==> src/rtl/rgb_pwm_driver_if.sv <==
// rgb_pwm_driver_if: valid/ready duty-triple bus between a colour source and the PWM driver.
interface rgb_pwm_driver_if #(parameter int WIDTH = 8);
    logic             valid;
    logic             ready;
    logic [WIDTH-1:0] r;
    logic [WIDTH-1:0] g;
    logic [WIDTH-1:0] b;
    modport master(output valid, r, g, b, input ready);
    modport slave(input valid, r, g, b, output ready);
endinterface

==> src/rtl/rgb_pwm_driver.sv <==
// rgb_pwm_driver: three-channel PWM LED driver, duty triples double-buffered and applied at frame boundaries.
// Optional RGB_PWM_FADE_EN: active duty ramps one step per frame toward the last accepted triple.
module rgb_pwm_driver #(
    parameter int WIDTH    = 8,
    parameter int PRESCALE = 4
) (
    input  logic                  clk,
    input  logic                  rst_n,
    input  logic                  enable_i,
    rgb_pwm_driver_if.slave       cfg,
    output logic                  led_r_o,
    output logic                  led_g_o,
    output logic                  led_b_o,
    output logic                  frame_start_o
);
    localparam logic [0:0] IDLE = 1'b0;
    localparam logic [0:0] RUN  = 1'b1;
    localparam int PW = PRESCALE > 1 ? $clog2(PRESCALE) : 1;

    logic [0:0]            state_q, state_d;
    logic [PW-1:0]         pre_q, pre_d;
    logic [WIDTH-1:0]      cnt_q, cnt_d;
    logic [2:0][WIDTH-1:0] pnd_q, pnd_d, act_q, act_d;
    logic                  pend_q, pend_d;
    logic [2:0]            led_q, led_d;
    logic                  fs_q, fs_d;
    logic                  run, tick, boundary, xfer, load;
`ifdef RGB_PWM_FADE_EN
    logic [2:0][WIDTH-1:0] tgt_q, tgt_d;
`endif

    // run also needs enable so leds and counters drop on the edge enable is seen low
    assign run      = state_q == RUN && enable_i;
    assign tick     = state_q == RUN && pre_q == PW'(PRESCALE - 1);
    assign boundary = tick && &cnt_q;
    assign xfer     = cfg.valid && !pend_q;
    assign load     = pend_q && (boundary || state_q == IDLE);
    assign cfg.ready = !pend_q;

    always_comb begin
        state_d = enable_i ? RUN : IDLE;
        pre_d   = run && !tick ? pre_q + 1'b1 : '0;
        cnt_d   = run ? cnt_q + WIDTH'(tick) : '0;
        pnd_d   = xfer ? {cfg.b, cfg.g, cfg.r} : pnd_q;
        pend_d  = xfer || (pend_q && !load);
        fs_d    = boundary;
`ifdef RGB_PWM_FADE_EN
        tgt_d   = load ? pnd_q : tgt_q;
        act_d   = act_q;
        for (int i = 0; i < 3; i++)
            act_d[i] = state_q == IDLE     ? tgt_d[i] :
                       !boundary           ? act_q[i] :
                       act_q[i] < tgt_q[i] ? act_q[i] + 1'b1 :
                       act_q[i] > tgt_q[i] ? act_q[i] - 1'b1 : act_q[i];
`else
        act_d   = load ? pnd_q : act_q;
`endif
        led_d   = '0;
        for (int i = 0; i < 3; i++)
            led_d[i] = run && cnt_q < act_q[i];
    end

    always_ff @(posedge clk or negedge rst_n) begin
        if (!rst_n) begin
            state_q <= IDLE;
            pre_q   <= '0;
            cnt_q   <= '0;
            pnd_q   <= '0;
            act_q   <= '0;
            pend_q  <= 1'b0;
            led_q   <= '0;
            fs_q    <= 1'b0;
`ifdef RGB_PWM_FADE_EN
            tgt_q   <= '0;
`endif
        end else begin
            state_q <= state_d;
            pre_q   <= pre_d;
            cnt_q   <= cnt_d;
            pnd_q   <= pnd_d;
            act_q   <= act_d;
            pend_q  <= pend_d;
            led_q   <= led_d;
            fs_q    <= fs_d;
`ifdef RGB_PWM_FADE_EN
            tgt_q   <= tgt_d;
`endif
        end
    end

    assign led_r_o       = led_q[0];
    assign led_g_o       = led_q[1];
    assign led_b_o       = led_q[2];
    assign frame_start_o = fs_q;
endmodule
==> src/flat_wrapper.sv <==
// flat-port wrapper written by rule: the top's interface ports become plain ports
module rgb_pwm_driver_flat 
#(
    parameter int WIDTH    = 8,
    parameter int PRESCALE = 4
)
  (clk, rst_n, enable_i, led_r_o, led_g_o, led_b_o, frame_start_o, cfg_valid, cfg_r, cfg_g, cfg_b, cfg_ready);
  rgb_pwm_driver_if #(.WIDTH(WIDTH)) cfg_i ();
  input  logic clk;
  input  logic rst_n;
  input  logic enable_i;
  output logic led_r_o;
  output logic led_g_o;
  output logic led_b_o;
  output logic frame_start_o;
  input wire logic [$bits(cfg_i.valid)-1:0] cfg_valid;
  input wire logic [$bits(cfg_i.r)-1:0] cfg_r;
  input wire logic [$bits(cfg_i.g)-1:0] cfg_g;
  input wire logic [$bits(cfg_i.b)-1:0] cfg_b;
  output wire logic [$bits(cfg_i.ready)-1:0] cfg_ready;
  assign cfg_i.valid = cfg_valid;
  assign cfg_i.r = cfg_r;
  assign cfg_i.g = cfg_g;
  assign cfg_i.b = cfg_b;
  assign cfg_ready = cfg_i.ready;
  rgb_pwm_driver #(.WIDTH(WIDTH), .PRESCALE(PRESCALE)) u_core (.clk(clk), .rst_n(rst_n), .enable_i(enable_i), .cfg(cfg_i), .led_r_o(led_r_o), .led_g_o(led_g_o), .led_b_o(led_b_o), .frame_start_o(frame_start_o));
endmodule
==> config.mk <==
export PLATFORM = sky130hd
export DESIGN_NAME = rgb_pwm_driver_flat
export DESIGN_NICKNAME = d
export VERILOG_FILES = /design/src/rtl/rgb_pwm_driver_if.sv /design/src/rtl/rgb_pwm_driver.sv /design/src/flat_wrapper.sv
export SDC_FILE = /design/constraint.sdc
export NUM_CORES = 1
export LEC_CHECK = 0
export ABC_AREA = 1
export CORE_MARGIN = 4
export CORE_UTILIZATION = 51
export DETAILED_ROUTE_END_ITERATION = 16
export GPL_ROUTABILITY_DRIVEN = 0
export PLACE_DENSITY = 0.8
export SYNTH_ARGS = -nofsm -noshare
export SYNTH_HDL_FRONTEND = slang
export SYNTH_SLANG_ARGS = --single-unit
==> constraint.sdc <==
create_clock -name clk -period 1.5 [get_ports clk]
set_input_delay 0.3 -clock clk [delete_from_list [all_inputs] [get_ports clk]]
set_output_delay 0.3 -clock clk [all_outputs]
set_load 0.005 [all_outputs]
==> impl_metrics.ini <==
[setup_path]
crit_buf_inv = 1
worstReg2RegStart = u_core.pre_q[0]
ff2ff_setup_slack_ps = 20
cp.arrival_ps = 1720
reg2reg_depth = 9
cp_max_fo = 12
cp_top_family = simple AND/OR/NAND/NOR gates
worstReg2RegEnd = u_core.act_q[12]
cp.required_ps = 1740
setup.worst_path.start_class = flip-flop
path_cells = ha_2 -> nand2_2 -> buf_6 -> nor2_4 -> nand3_4 -> nand2_8 -> nand2_8 -> nand2_1 -> nand2_1
critical_path_class = reg2reg
cpPeakStageDelay_ps = 360
crit_slowest_cell = dfrtp_1
worst_setup_path_end_kind = flip-flop

[logic_synthesis]
synthDistinctLibCells = 19
ys_seq_area_frac = 0.520
ys_top_cells_by_area = dfrtp_1 52%, nand2_1 11%, ha_1 9.8%
synth_common_cells = 88 x nand2_1, 64 x dfrtp_1, 40 x inv_1
yosys_warnings = 0
synth_top_area_cell = dfrtp_1
ys.flop_type = dfrtp_1
yosys.area.top_type_share = 0.520
synthMuxAreaShare = 0.0878
synth-compound-area-share = 0.0276
yosys.area_share.adder = 0.0975
syn_inst = 323
synth_top_family_by_area = simple AND/OR/NAND/NOR gates
syn_area_per_cell_um2 = 9.53
synth_simple_gate_area_frac = 0.196
syn_nets = 375
synth_area_um2 = 3080
yosysMostFrequentCell = nand2_1
async_flop_share = 1.00
synth_enable_flop_cells = 0
synth.ff_latch_count = 64
synth_xor_area_frac = 0

[placed_design]
port_buffers = 32
pre_cts_ws_ps = -108
dpl-instance-area_um2 = 3530
hpwlAfterDp_mm = 4.22

[cells_and_area]
final_util = 0.676
drive_gt1_frac = 0.216
syn_to_final_growth_pct = 29.3
fin_nets = 427
antenna_cells = 0
final_cell_area_um2 = 3980

[pwr]
power.leakage_nw = 2.01
power_density_nw_per_um2 = 1220
vdd_ir_drop_max_mv = 0.781

[timing]
post-route-period-util = 0.986
finalCriticalPeriod_ps = 1480
tightest_slew_ps = 365
fin_worst_skew_ps = 4.68
report.final.slew_viol_count = 0
rsz0062_at_grt = true
finalHoldViolations = 0
finalSetupViolations = 0
max_freq_mhz = 676
relSlewSlack = 0.757
worst_slack_ps = 20.8

[clocking]
worstSkewPairLatency_ps = 350
cts_root_buffer = clkbuf_8
clockBufferDepth = 2
cts_sinks = 64
cts_max_level = 3
clk_pin_slew_ps = 70
cts_tree = done
cts_made_buffers = 9

[die]
floorplan.initialDensity = 0.523
pin_count = 33
fp.dieH_um = 85.7
dieArea_um2 = 7340
coreArea_um2 = 5890
rows = 28
die_w_um = 85.7

[drt]
antenna_left = 0
wl_mm = 6.71
drt_iter0_markers = 151
vias = 2390
drc_errors = 0
wl_per_cell_um = 14.7
drt_first_pass_iters = 4
viasPerCell = 5.25

[worst_hold_path]
whs_path_depth = 1
hold_path_end = u_core.state_q
worstHoldStart = enable_i
hp-class = in2reg

[status]
outcome = finished clean

[global_routing]
track_usage = 0.177
grt_max_degree = 65
overflow = 0
grt_pass1_wl_mm = 10.1
grt_pass1_vias = 2382
grt_antenna_before_repair = 0

[job]
maxCapViolCount = 0
[report_power, final]
| group | internal [mW] | total (mW) | switching [mW] | leakage (nW) |
|---|---|---|---|---|
| Combinational | 0.522 | 1.12 | 0.593 | 1.13 |
| Sequential | 2.10 | 2.31 | 0.214 | 0.789 |
| Clock | 0.758 | 1.44 | 0.678 | 0.0920 |
[layer usage]
metal,wire length [um],share of wire,track usage,vias to the layer above
met3,344,0.051,0.0490,20
met2,3420,0.51,0.299,63
met1,2760,0.41,0.209,1154
li1,-,-,-,1153
met5,0,0,0,-
met4,187,0.028,0.0878,0
[kinds of logic (layout without fill, tap and decap cells)]
logic type | count (synthesis) | in the layout
and+or+nand+nor | 144 | 145
AOI/OAI and AO/OA | 17 | 17
adders and majority gates | 24 | 24
DFF | 64 | 64
muxes | 24 | 24
buffers and inverters | 50 | 106
[worst max-delay path by stage]
stage               slack [ps]             from          endpoint  cells after the start
floorplan                    3  u_core.pre_q[0]   u_core.cnt_q[6]                      9
global placement            -9  u_core.pre_q[0]   u_core.cnt_q[6]                      9
detailed placement        -110  u_core.pre_q[0]   u_core.cnt_q[6]                      9
CTS                         10  u_core.led_q[1]           led_g_o                      1
global route               -50  u_core.pre_q[0]  u_core.act_q[12]                      9
finish                      20  u_core.pre_q[0]  u_core.act_q[12]                      9
[through the flow]
step / total power, mW / hold slack, ps / setup TNS, ps / cells
global placement: 3.27 / 335 / -8.62 / 432
CTS: 4.80 / 403 / 0 / 451
detailed placement: 3.36 / 336 / -1810 / 432
finish: 4.86 / 415 / 0 / 455
global route: 5.16 / 410 / -765 / 455
floorplan: 3.00 / 4.41 / 0 / 323
[layout make-up]
cell class,instances,area [um2]
fill,434,1910
clock buffer,10,128
tap,75,93.8
inverter,41,154
multi-input combinational,210,1410
timing repair buffer,49,532
sequential,64,1610
clock inverter,6,60.1
[cells in the final DEF (no fill, tap or decap), types with 6 or more instances in the layout]
cell,netlist,final
a21oi_1,12,11
buf_4,4,9
clkbuf_8,0,9
clkdlybuf4s50_1,0,27
dfrtp_1,64,61
ha_1,24,21
inv_1,40,40
mux2_2,24,24
nand2_1,88,82
nand2_2,3,6
nand3_1,30,26
nor2_1,15,12
[what timing repair did]
| item | in CTS | in global routing |
|---|---|---|
| pin swaps | 4 | 17 |
| setup buffers | 2 | 0 |
| endpoints found under the setup margin | 29 | 31 |
| cloned | 0 | 4 |
| gates resized for setup | 9 | 33 |
| endpoints found under the hold margin | 64 | 0 |
| hold buffers | 1 | 0 |
[state kept, by name, summed over array words and instances (netlist names)]
signal / cells
u_core.frame_start_o: 1
u_core.pnd_q: 24
u_core.state_q: 1
u_core.pend_q: 1
u_core.act_q: 24
u_core.pre_q: 2
u_core.cnt_q: 8
u_core.led_q: 3
(Power assumes the default switching activity.)
